--- src/rtl/piso_arb_pkg.sv ---
// rtl/piso_arb_pkg.sv - shared constants, FSM encoding and round-robin helper for the PISO transmit arbiter
package piso_arb_pkg;

    localparam int NUM_REQ        = 4;
    localparam int WORD_W         = 4;
    localparam int GAP_CYCLES_DEF = 1;

    typedef enum logic [1:0] {
        ST_IDLE  = 2'd0,
        ST_SHIFT = 2'd1,
        ST_GAP   = 2'd2
    } state_t;

    // First asserted requester searching upward from last+1, wrapping modulo NUM_REQ.
    function automatic logic [1:0] rr_pick(input logic [NUM_REQ-1:0] req,
                                           input logic [1:0]         last);
        logic [1:0] idx;
        logic       found;
        logic [1:0] pick;
        found = 1'b0;
        pick  = 2'd0;
        for (int k = 1; k <= NUM_REQ; k++) begin
            idx = last + 2'(k);
            if (!found && req[idx]) begin
                pick  = idx;
                found = 1'b1;
            end
        end
        return pick;
    endfunction

endpackage

--- src/rtl/piso_shift_register_4bit.sv ---
// rtl/piso_shift_register_4bit.sv - 4-bit parallel-load, shift-left register with serial output from bit 3
module piso_shift_register_4bit
    import piso_arb_pkg::*;
(
    input  logic              clk,
    input  logic              rst,
    input  logic              load,
    input  logic              shift,
    input  logic [WORD_W-1:0] din,
    output logic              sdout
);

    logic [WORD_W-1:0] q;

    // Zero fill means the register is empty after a full frame, so sdout idles low.
    always_ff @(posedge clk) begin
        if (rst) begin
            q <= '0;
        end else if (load) begin
            q <= din;
        end else if (shift) begin
            q <= {q[WORD_W-2:0], 1'b0};
        end
    end

    assign sdout = q[WORD_W-1];

endmodule

--- src/rtl/piso_tx_arbiter.sv ---
// rtl/piso_tx_arbiter.sv - round-robin arbiter serialising 4-bit words from four requesters, MSB first
module piso_tx_arbiter
    import piso_arb_pkg::*;
#(
    parameter int GAP_CYCLES = GAP_CYCLES_DEF
) (
    input  logic                      clk,
    input  logic                      rst,
    input  logic [NUM_REQ-1:0]        req,
    input  logic [NUM_REQ*WORD_W-1:0] wdata,
    output logic [NUM_REQ-1:0]        ack,
    output logic                      sdout,
    output logic                      sout_valid,
    output logic [1:0]                sout_id,
    output logic                      busy
);

    localparam logic [2:0] GAP_LAST = 3'((GAP_CYCLES > 0) ? (GAP_CYCLES - 1) : 0);

    state_t            state, state_nxt;
    logic [1:0]        bit_cnt, bit_cnt_nxt;
    logic [2:0]        gap_cnt, gap_cnt_nxt;
    logic [1:0]        last_grant, last_grant_nxt;
    logic [1:0]        id_nxt;
    logic [1:0]        sel;
    logic [WORD_W-1:0] word_sel;
    logic              load;
    logic              shift;

    assign sel      = rr_pick(req, last_grant);
    assign word_sel = wdata[{sel, 2'b00} +: WORD_W];

    always_ff @(posedge clk) begin
        if (rst) begin
            state      <= ST_IDLE;
            bit_cnt    <= '0;
            gap_cnt    <= '0;
            last_grant <= 2'(NUM_REQ - 1);
            sout_id    <= '0;
        end else begin
            state      <= state_nxt;
            bit_cnt    <= bit_cnt_nxt;
            gap_cnt    <= gap_cnt_nxt;
            last_grant <= last_grant_nxt;
            sout_id    <= id_nxt;
        end
    end

    always_comb begin
        state_nxt      = state;
        bit_cnt_nxt    = bit_cnt;
        gap_cnt_nxt    = gap_cnt;
        last_grant_nxt = last_grant;
        id_nxt         = sout_id;
        ack            = '0;
        load           = 1'b0;
        shift          = 1'b0;
        case (state)
            ST_IDLE: begin
                if (req != '0) begin
                    ack[sel]       = 1'b1;
                    load           = 1'b1;
                    id_nxt         = sel;
                    last_grant_nxt = sel;
                    bit_cnt_nxt    = '0;
                    state_nxt      = ST_SHIFT;
                end
            end
            ST_SHIFT: begin
                shift       = 1'b1;
                bit_cnt_nxt = bit_cnt + 2'd1;
                if (bit_cnt == 2'd3) begin
                    gap_cnt_nxt = '0;
                    state_nxt   = (GAP_CYCLES == 0) ? ST_IDLE : ST_GAP;
                end
            end
            ST_GAP: begin
                if (gap_cnt == GAP_LAST) begin
                    gap_cnt_nxt = '0;
                    state_nxt   = ST_IDLE;
                end else begin
                    gap_cnt_nxt = gap_cnt + 3'd1;
                end
            end
            default: state_nxt = ST_IDLE;
        endcase
        // Reset wins even over the combinational grant in IDLE.
        if (rst) begin
            ack   = '0;
            load  = 1'b0;
            shift = 1'b0;
        end
    end

    piso_shift_register_4bit u_shift (
        .clk   (clk),
        .rst   (rst),
        .load  (load),
        .shift (shift),
        .din   (word_sel),
        .sdout (sdout)
    );

    assign sout_valid = (state == ST_SHIFT);
    assign busy       = (state != ST_IDLE);

endmodule

--- config.mk ---
export PLATFORM = sky130hd
export DESIGN_NAME = piso_tx_arbiter
export DESIGN_NICKNAME = d
export VERILOG_FILES = /design/src/rtl/piso_arb_pkg.sv /design/src/rtl/piso_shift_register_4bit.sv /design/src/rtl/piso_tx_arbiter.sv
export SDC_FILE = /design/constraint.sdc
export NUM_CORES = 1
export LEC_CHECK = 0
export BUFFER_PORTS_ARGS = -buffer_cell sky130_fd_sc_hd__buf_2
export CORE_MARGIN = 2
export CORE_UTILIZATION = 54
export DETAILED_ROUTE_END_ITERATION = 10
export PLACE_DENSITY = 0.84
export RECOVER_POWER = 25
export REMOVE_ABC_BUFFERS = 1
export SLEW_MARGIN = 5
export SYNTH_ARGS = -nofsm -noshare
export SYNTH_HDL_FRONTEND = slang
export SYNTH_SLANG_ARGS = --single-unit
--- constraint.sdc ---
create_clock -name clk -period 4.15 [get_ports clk]
set_input_delay 0.6225 -clock clk [delete_from_list [all_inputs] [get_ports clk]]
set_output_delay 0.6225 -clock clk [all_outputs]
set_load 0.1 [all_outputs]
# Word-level counts from Yosys, hierarchy flattened
# Cells that the tools add are included.
[totals] word_cells=78 ff_bits=15
[op_classes] magnitude_cmp=6 n_reduce_logical=18 shift=1 add_sub_neg=5 eq_ne=6 muxes=36
[ops] operator="$mux W4" n=5
[ops] operator="$mux W2" n=8
[ops] operator="$shiftx A16 B5 Y4" n=1
[ops] operator="$lt A2 B3 Y1 const B" n=5
[ops] operator="$mux W1" n=13
[ops] operator="$bmux W1 S2" n=4
[ops] operator="$reduce_bool A2 Y1" n=4
[ops] operator="$mux W3" n=2
[ops] operator="$pmux W2 S3" n=1
[ops] operator="$pmux W3 S2" n=1
[ops] operator="$reduce_and A2 Y1" n=3
[ops] operator="$add A2 B1 Y2 const B" n=2
[ops] operator="$add A2 B2 Y2 const B" n=2
[ops] operator="$eq A2 B2 Y1 const B" n=2
[ops] operator="$logic_and A1 B1 Y1" n=4
[ops] operator="$ne A2 B2 Y1 const B" n=2
[ops] operator="$pmux W2 S2" n=1
[ops] operator="$reduce_bool A4 Y1" n=1
[ops] operator="$add A3 B1 Y3 const B" n=1
[ops] operator="$logic_not A1 Y1" n=3
[ops] operator="$logic_not A3 Y1" n=1
[ops] operator="$reduce_and A3 Y1" n=1
[ops] operator="$demux W1 S2" n=1
[ops] operator="$eq A2 B1 Y1 const B" n=1
[ops] operator="other kinds (3)" n=3

# Depth between registers and ports, before layout
# Gate-level depths: netlist of run 1.
[logic_depth] word_depth=20 ltp_mapped=7 depth_no_buf=5

# Hierarchy
# A second synthesis of run 1 with hierarchy kept.
[hier_totals] cells_unflattened=108 area_unflattened_um2=985.9
[modules_own_cells] module="piso_tx_arbiter" cells_per_inst=91 n_inst=1 area_per_inst_um2=813.3
[modules_own_cells] module="piso_shift_register_4bit" cells_per_inst=17 n_inst=1 area_per_inst_um2=172.7

# Worst setup path after synthesis of run 1
# Ideal clock, no wire load.
[synth_timing] kind="reg-to-output" start="reg state[0]" end="out ack[2]" required_ns=3.527 path_buffers=1 slack_ns=0.529 arrival_time_ns=2.998 path_stages_with_launch=7 cell_sequence="dfxtp_1 -> or2_1 -> or2_2 -> clkbuf_8 -> nor2_8 -> nand2_1 -> nor2_1"
[synth_via] elab_chain_len=3
[synth_lines] item="start: declaration" line="piso_tx_arbiter.sv:20" source="state_t state, state_nxt;"
[synth_lines] item="start signal: assignment" line="piso_tx_arbiter.sv:41" source="state <= state_nxt;"
[synth_lines] item="$logic_not A2 Y1" line="piso_tx_arbiter.sv:58" source="case (state)"
[synth_lines] item="$mux W4" line="piso_tx_arbiter.sv:58"
[synth_lines] item="$mux W4" line="piso_tx_arbiter.sv:88" source="if (rst) begin"
[synth_lines] item="end: declaration" line="piso_tx_arbiter.sv:11" source="output logic [NUM_REQ-1:0] ack,"
# No other way between the ends.

# Final worst setup path of run 1
[layout_timing] start="in req[3]" end="out ack[0]"
[layout_via] elab_chain_len=19 word_cells_on_any_way=30
[layout_lines] item="start: declaration" line="piso_tx_arbiter.sv:9" source="input logic [NUM_REQ-1:0] req,"
[layout_lines] item="$bmux W1 S2" line="piso_arb_pkg.sv:24" source="if (!found && req[idx]) begin"
[layout_lines] item="$mux W1 (not written as such)" line="piso_arb_pkg.sv:24"
[layout_lines] item="$mux W1" line="piso_arb_pkg.sv:24"
[layout_lines] item="$logic_not A1 Y1" line="piso_arb_pkg.sv:24"
[layout_lines] item="$logic_and A1 B1 Y1" line="piso_arb_pkg.sv:24"
[layout_lines] item="$mux W1" line="piso_arb_pkg.sv:24"
[layout_lines] item="$logic_not A1 Y1" line="piso_arb_pkg.sv:24"
[layout_lines] item="$logic_and A1 B1 Y1" line="piso_arb_pkg.sv:24"
[layout_lines] item="[3 not listed]"
[layout_lines] item="$mux W2" line="piso_arb_pkg.sv:24"
[layout_lines] item="$lt A2 B3 Y1 (not written as such) / $ge A2 B1 Y1 (equally long branches)" line="piso_tx_arbiter.sv:61" source="ack[sel] = 1'b1;"
[layout_lines] item="$logic_and A1 B1 Y1 (not written as such)" line="piso_tx_arbiter.sv:61"
[layout_lines] item="$mux W1 (not written as such)" line="piso_tx_arbiter.sv:61"
[layout_lines] item="$demux W1 S2" line="piso_tx_arbiter.sv:61"
[layout_lines] item="$mux W4 (*)" line="piso_tx_arbiter.sv:60" source="if (req != '0) begin"
[layout_lines] item="$mux W4 (*)" line="piso_tx_arbiter.sv:58"
[layout_lines] item="$mux W4 (*)" line="piso_tx_arbiter.sv:88"
# Mark *: on every way between the ends. The rest lies on a longest branch, timed or not. The select of a mux whose other input is x is not followed.

==> results of run 1 <==
## cell usage after synthesis (all sizes together)
| master | count | area (µm²) |
|---|---|---|
| clkbuf | 2 | 17.5 |
| dfxtp | 15 | 300 |
| o22ai | 1 | 20.0 |
| ha | 3 | 37.5 |
| or3 | 1 | 7.51 |
| o21a | 1 | 7.51 |
| o21ai | 8 | 40.0 |
| buf | 4 | 41.3 |
| a21bo | 1 | 10.0 |
| nand3 | 2 | 10.0 |
| o2111ai | 3 | 26.3 |
| nor2 | 15 | 72.6 |
| a211oi | 4 | 35.0 |
| a2111o | 3 | 33.8 |
| nor3b | 5 | 37.5 |
| nor3 | 2 | 10.0 |
| a21boi | 1 | 7.51 |
| o21bai | 1 | 7.51 |
| nand2b | 3 | 18.8 |
| a32o | 3 | 30.0 |
| nand3b | 1 | 7.51 |
| o211ai | 2 | 15.0 |
| nor4 | 1 | 6.26 |
| a21oi | 11 | 58.8 |
| or2 | 3 | 18.8 |
| inv | 11 | 41.3 |
| mux2i | 3 | 42.5 |
| nand2 | 9 | 33.8 |
| nor2b | 1 | 6.26 |
## cell usage in the layout, fill, tap and decap left out, types with 3 or more instances in the layout
cell type,instances
a2111o_1,3
a211oi_1,3
nor3b_1,5
inv_1,11
ha_1,3
nand2_1,9
o2111ai_1,3
clkbuf_4,3
nand2b_1,3
o21ai_0,8
a32o_1,3
a21oi_1,10
buf_2,29
dfxtp_1,15
nor2_1,14
## final cells by class
type                       instances  area [µm²]  share of cell area
inverter                          11        41.3              0.0359
clock buffer                       3        22.5              0.0196
timing repair buffer              30         149               0.129
tap                               25        31.3              0.0272
sequential                        15         300               0.261
clock inverter                     1        5.00             0.00435
multi-input combinational         88         601               0.522
## worst paths after layout
kind	start	end	slack (ns)	cells past startpoint
setup / recovery	req[3]	ack[0]	1.14	7
hold / removal	sout_id[1]	sout_id[1]	0.45	2
setup reg to reg	last_grant[1]	u_shift.q[2]	2.09	5
hold reg to reg	sout_id[1]	sout_id[1]	0.45	2
## state kept, by name (all words and copies together), names as in the netlist
| signal | flops |
|---|---|
| u_shift.q | 4 |
| state | 2 |
| last_grant | 2 |
| bit_cnt | 2 |
| gap_cnt | 3 |
| sout_id | 2 |
## worst max-delay path, delay by kind of cell
family	cells	cell delay, ns
buffers and inverters	2	0.45
AND/OR/NAND/NOR	5	1.31
## cell families after synthesis
| group | count (synthesis) |
|---|---|
| flops | 15 |
| buf+inv | 17 |
| fa+ha+maj | 3 |
| compound gates | 39 |
| mux | 3 |
| simple gates | 43 |
## stage by stage
stage / util / std cells / hold WS, ns / cell area [µm²]
after global routing: 0.666 / 173 / 0.490 / 1150
after floorplan: - / 114 / 0.442 / 942
final: 0.666 / 173 / 0.453 / 1150
after global placement: 0.651 / 169 / 0.442 / 1120
after CTS: 0.667 / 173 / 0.457 / 1150
after detailed placement: 0.651 / 169 / 0.443 / 1120
## power breakdown
group | internal [mW] | switching [mW]
registers | 0.156 | 0.0102
clock network | 0.0357 | 0.0438
logic | 0.0443 | 0.112
total | 0.236 | 0.166
## per-layer routing
metal / track usage / part of all wire
met2: 0.323 / 0.47
met3: 0.0346 / 0.055
met4: 0.100 / 0.0086
met1: 0.247 / 0.47
met5: 0 / 0
==> out/results.tsv, run 1 <==
metric	value	unit
cts_buffers	3	
timing.final.ws_setup	1.14	ns
port_buffers	30	
pin_count	31	
num_rows	15	
place_ws	1.30	ns
layout.nets	174	
hold_class	reg -> reg	
tightest_slew	0.703	ns
dp_hpwl	1.56	mm
layout-drive-gt1-share	0.264	
vdd_drop_max	0.000304	V
synthAdderAreaFrac	0.0375	
hold_buffers	0	
final.period_utilization	0.726	
drt_iter0_drc	11	
syn_area	1000	µm²
finalSetupTns	0	ns
cts.sinks	15	
synthDistinctLibCells	36	
finalMaxSlewViolations	0	
routedWlPerCell	11.4	µm
post_cts_resized	0	
synth-xor-area-share	0	
clock_latency	0.28	ns
die_width	47.1	µm
cts_htree_levels	1	
critPathRequiredTime	3.53	ns
max_stage_delay	0.62	ns
dieArea	2210	µm²
power.density	350	nW/µm²
initial_core_util	0.580	
ys_warn_count	0	
status	finished, final reports clean	
fill_cells	156	
ys_seq_elements	15	
drtAntennaViolNets	0	
drc	0	
grt.overflow.total	0	
synth-simple-area-share	0.229	
maxSlewHeadroom	0.531	
routed_wl	1.97	mm
crit_fanout	9	
power.leakage	0.501	nW
path_cells	clkbuf_1 -> nor4_1 -> or2_0 -> nor2_8 -> nand2b_1 -> nor2_1 -> buf_2	
synth_top_family_by_area	compound AO/OA/AOI/OAI gates	
finalPower	0.402	mW
synth-compound-area-share	0.291	
areaGrowthSynthToFinish	14.9	%
fmax	0.332	GHz
worst-setup-path-type	in -> out	
synth_cells	120	
synth_mux_area_frac	0.0425	
design.core.area	1730	µm²
via_count	921	
grt_first_pass_wirelength	3.06	mm
cp-end-kind	output port	
rsz0062_at_grt	no	
antenna_cells	0	
cts_max_path_buffers	2	
grt_pass1_vias	764	
finalHoldViolations	0	
cts_root_buf	clkbuf_4	
fin_skew	0.00987	ns
syn_avg_cell_area	8.34	µm²
clk_pin_slew_worst_paths	0.09	ns
cap_violations	0	
track_usage	0.197	
vias_per_cell	5.32	
cts_tree	yes	
die_h	47.1	µm
arrival	2.39	ns
finalSetupViolCount	0	
cts_setup_buffers	0	
globalplace.congestion	0.745	
critPathSlowestCell	or2_0	
finalCriticalPeriod	3.01	ns
grt_max_degree	18	
antenna_found_initial	0	
start_kind	primary input	
firstDrtPassIters	4	
ys_seq_area_frac	0.300	
No activity file was read; power rests on OpenSTA's default activity.
==> inputs of run 2 (changes only) <==
CORE_UTILIZATION = 45   (was 54)
PLACE_DENSITY = 0.74   (was 0.84)
clock period = 2.7 ns   (was 4.15 ns; I/O delays follow)
==> run 2 against run 1 <==
Compared with the run above: setup slack worse by 0.98 ns; via count rose by 2.4%; combinational power is 63% higher; sequential share of layout area is 0.91 points lower; register-to-register slack worse by 1.4 ns; critical endpoint is now ack[1]; largest cell class unchanged.
==> out/results.tsv, run 2 (synthesized netlist as in run 1, its figures left out) <==
metric	value	unit	change
holdWs	0.434	ns	-0.0189 ns
post_cts_resized	0		unchanged
start_kind	flip-flop		
drtAntennaViolNets	0		unchanged
drt_iter0_drc	18		+7
maxSlewHeadroom	0.676		+0.145
reg2reg_setup_slack	0.67	ns	-1.42 ns
clock_latency	0.28	ns	about the same
die_width	51.2	µm	+8.7%
final_cell_mix	buf_2, dfxtp_1, nor2_1, inv_1, a21oi_1		
dp_cells	174		+3.0%
initial_core_util	0.466		-0.114
antenna_found_initial	0		unchanged
power.leakage	0.529	nW	+5.5%
cp-end-kind	output port		
grt.overflow.total	0		unchanged
cap_violations	0		unchanged
cts_buffers	3		unchanged
vias_per_cell	5.21		-2.1%
cts_max_path_buffers	2		unchanged
grt_first_pass_wirelength	3.63	mm	+18%
cts_tree	yes		
max_flop_register	u_shift.q		
routedWlPerCell	11.8	µm	+3.0%
fmax	0.393	GHz	
finalMaxSlewViolations	0		unchanged
drc	0		unchanged
timing.final.ws_setup	0.156	ns	-0.982 ns
critPathRequiredTime	2.30	ns	-1.23 ns
cts_htree_levels	1		unchanged
fill_cells	207		+33%
track_usage	0.180		-0.0172
fin_skew	0.00292	ns	-0.00695 ns
cts.sinks	15		unchanged
hold_buffers	0		unchanged
final_common_cell	buf_2		
power.density	535	nW/µm²	+53%
place_ws	0.275	ns	-1.03 ns
port_buffers	30		unchanged
rsz0062_at_grt	no		
cts_root_buf	clkbuf_4		
crit_fanout	9		unchanged
pin_count	31		unchanged
worst-setup-path-type	reg -> out		
finalCriticalPeriod	2.54	ns	
globalplace.congestion	0.746		about the same
cts_setup_buffers	0		unchanged
areaGrowthSynthToFinish	19.0	%	
tightest_slew	0.490	ns	-0.214 ns
firstDrtPassIters	4		unchanged
arrival	2.14	ns	-0.25 ns
layout.nets	179		+2.9%
via_count	943		+2.4%
layout-drive-gt1-share	0.294		+0.0306
finalHoldViolations	0		unchanged
final.period_utilization	0.942		
vdd_drop_max	0.000332	V	+9.0%
routed_wl	2.13	mm	+7.8%
finalSetupViolCount	0		unchanged
grt_pass1_vias	869		+14%
fin_cells	181		+4.6%
largest_reg_flops	4		unchanged
clk_pin_slew_worst_paths	0.09	ns	about the same
die_h	51.2	µm	+8.7%
antenna_cells	0		unchanged
design.core.area	2150	µm²	+24%
hold_class	in -> reg		
dp_hpwl	1.65	mm	+5.8%
grt_max_degree	18		unchanged
ff2ff_path_depth	5		unchanged
reg_top3	u_shift.q (4), gap_cnt (3)		
dieArea	2620	µm²	+18%
num_rows	17		+2
status	finished, final reports clean		
hold_depth	3		+1
finalPower	0.637	mW	+58%
-- run 2: cell count changes in the layout (fill, tap and decap cells not counted), sizes merged --
| cell | previous run | this run |
|---|---|---|
| buf | 29 | 35 |
| clkinv | 1 | 0 |
-- run 2: path summary, 6_finish.rpt --
path / end / start
setup / recovery: ack[1] / state[0]
hold / removal: u_shift.q[0] / wdata[4]
setup reg to reg: u_shift.q[3] / last_grant[1]
hold reg to reg: sout_id[1] / sout_id[1]
-- run 2: cell type report --
| type | instances | area, µm² | share of cell area |
|---|---|---|---|
| flip-flops and latches | 15 | 300 | 0.252 |
| inverters | 11 | 41.3 | 0.0347 |
| repair buffers | 35 | 188 | 0.158 |
| clock buffers | 4 | 26.3 | 0.0221 |
| well taps | 28 | 35.0 | 0.0294 |
| multi-input cells | 88 | 601 | 0.504 |
-- run 2: worst max-delay path, stage by stage (launching register included) --
cell and delay [ns]:
dfxtp_1 0.35, or2_1 0.29, or2_2 0.43, nor2_8 0.15, nand2b_1 0.11, nor2_1 0.10
buf_2 0.43
-- run 2: where the power goes --
group / internal (mW) / total [mW] / switching, mW
combinational: 0.0801 / 0.255 / 0.175
clock: 0.0573 / 0.126 / 0.0688
sequential: 0.240 / 0.256 / 0.0154
-- run 2: routing by layer --
metal	global-route usage	share of wire	wire length (µm)
met5	0	0	0
met1	0.230	0.48	1020
met2	0.307	0.45	968
met3	0.0205	0.056	120
met4	0.0676	0.010	22
-- run 2: stage by stage --
stage	setup TNS [ns]	util	instance area (µm²)
after floorplan	-2.68	-	942
after global placement	0	0.532	1140
after detailed placement	0	0.532	1140
after CTS	0	0.544	1170
after global routing	0	0.554	1190
final	0	0.554	1190
==> inputs of run 3 (changes only) <==
CORE_UTILIZATION = 40   (was 45)
PLACE_DENSITY = 0.67   (was 0.74)
==> run 3 against run 2 <==
Compared with the run above: register-to-register slack got worse by 0.05 ns; clock power about the same; highest routed layer unchanged; via count decreased by 3.0%.
==> out/results.tsv, run 3 (synthesized netlist as in run 1, its figures left out) <==
metric	value	unit	change
status	finished, final reports clean		
globalplace.congestion	0.752		+0.80%
p_comb_frac	0.395		-0.006
whs_endpoint	u_shift.q[0]		
largest_reg_flops	4		unchanged
vdd_drop_max	0.000314	V	-5.5%
start_kind	flip-flop		
worst-setup-path-type	reg -> out		
fin_cells	181		unchanged
antenna_found_initial	0		unchanged
power.density	535	nW/µm²	about the same
pin_count	31		unchanged
hold_buffers	0		unchanged
clk_pin_slew_worst_paths	0.09	ns	about the same
utilization	0.484		-0.0704
cp-end-kind	output port		
vias_per_cell	5.06		-3.0%
layout-drive-gt1-share	0.285		-0.00935
ff2ff_path_depth	5		unchanged
drt_iter0_drc	8		-10
grt_max_degree	18		unchanged
drtAntennaViolNets	0		unchanged
finalPower	0.630	mW	-1.1%
intPower	0.370	mW	-2.2%
post_cts_resized	0		unchanged
p_sw	0.260	mW	+0.45%
dp_cells	177		+1.7%
critPathRequiredTime	2.30	ns	about the same
fmax	0.393	GHz	-0.15%
hold_depth	3		unchanged
finalSetupTns	0	ns	unchanged
port_buffers	30		unchanged
final_cell_mix	buf_2, dfxtp_1, nor2_1, inv_1, a21oi_1		
cts_tree	yes		
cts_setup_buffers	0		unchanged
crit_fanout	10		+1
rsz0062_at_grt	no		
reg2reg_to	u_shift.q[1]		
routedWlPerCell	11.9	µm	+0.89%
die_width	54.0	µm	+5.6%
reg2reg_setup_slack	0.62	ns	-0.05 ns
final_common_cell	buf_2		
antenna_cells	0		unchanged
finalHoldViolations	0		unchanged
cts_root_buf	clkbuf_4		
max_flop_register	u_shift.q		
clock_latency	0.28	ns	about the same
power_frac_clock	0.199		about the same
dp_hpwl	1.68	mm	+1.8%
initial_core_util	0.412		-0.0544
power.leakage	0.520	nW	-1.7%
power.share.sequential	0.406		+0.004
num_rows	18		+1
finalMaxSlewViolations	0		unchanged
cts_htree_levels	1		unchanged
die_h	54.0	µm	+5.6%
grt.overflow.total	0		unchanged
cts_buffers	3		unchanged
layout.nets	177		-1.1%
hold_class	in -> reg		
fill_cells	256		+24%
design.core.area	2430	µm²	+13%
drc	0		unchanged
track_usage	0.162		-0.0176
via_count	915		-3.0%
dieArea	2920	µm²	+11%
timing.final.ws_setup	0.152	ns	-0.00374 ns
r2r_start	last_grant[1]		
cap_violations	0		unchanged
tightest_slew	0.482	ns	-0.00730 ns
cts.sinks	15		unchanged
fin_skew	0.0108	ns	+0.00785 ns
min-delay-start	wdata[4]		
reg_top3	u_shift.q (4), gap_cnt (3)		
arrival	2.14	ns	about the same
grt_pass1_vias	834		-4.0%
final.period_utilization	0.944		+0.00139
place_ws	0.475	ns	+0.199 ns
cts_max_path_buffers	2		unchanged
routed_wl	2.15	mm	+0.89%
firstDrtPassIters	3		-1
maxSlewHeadroom	0.676		about the same
areaGrowthSynthToFinish	17.6	%	
finalSetupViolCount	0		unchanged
sw_frac_of_total	0.413		+0.00635
grt_first_pass_wirelength	3.52	mm	-3.0%
finalCriticalPeriod	2.55	ns	+0.00374 ns
run 3: cell types whose count changed in the layout (fill, tap and decap cells not counted):
cell,delta
a211oi_2,-1
clkbuf_1,-1
buf_4,-2
a211oi_1,+1
clkbuf_4,+1
buf_2,-1
clkinv_2,+1
run 3: per-stage QoR:
stage               hold WS (ns)  instance area [µm²]
floorplan                  0.442                  942
global placement           0.450                 1150
detailed placement         0.457                 1150
CTS                        0.458                 1180
global route               0.478                 1180
finish                     0.457                 1180
run 3: layout make-up:
cell class	count	area (µm²)	area share
clock buffer	3	22.5	0.0191
clock inverter	1	5.00	0.00425
inverter	11	41.3	0.0351
multi-input combinational	88	596	0.506
sequential	15	300	0.255
tap	30	37.5	0.0319
timing repair buffer	33	175	0.149
run 3: power groups by stage:
stage               registers (mW)  logic, mW  clock network [mW]
floorplan                    0.299      0.150                   0
global placement             0.261      0.247                   0
detailed placement           0.262      0.249                   0
CTS                          0.257      0.250               0.132
global route                 0.259      0.270               0.141
finish                       0.256      0.249               0.125
run 3: worst max path at each step:
stage / start / endpoint / slack (ns) / depth (start not counted)
floorplan: state[0] / ack[2] / -0.67 / 5
global placement: last_grant[1] / ack[0] / 0.48 / 5
detailed placement: last_grant[1] / ack[2] / 0.47 / 5
CTS: last_grant[1] / ack[2] / 0.13 / 5
global route: state[0] / ack[0] / 0.02 / 6
finish: last_grant[1] / ack[0] / 0.15 / 5
run 3: critical path, cell delays in order, from the launching register on:
cell     delay, ns
dfxtp_1       0.50
mux2i_4       0.31
o22ai_4       0.14
or2_1         0.35
nor2_1        0.14
buf_2         0.43
run 3: layer usage:
| layer | GRT usage | share of wire | up-vias |
|---|---|---|---|
| met5 | 0 | 0 | - |
| met4 | 0.0750 | 0.014 | 0 |
| met3 | 0.0194 | 0.061 | 4 |
| met2 | 0.280 | 0.46 | 23 |
| met1 | 0.199 | 0.46 | 395 |
| li1 | - | - | 493 |
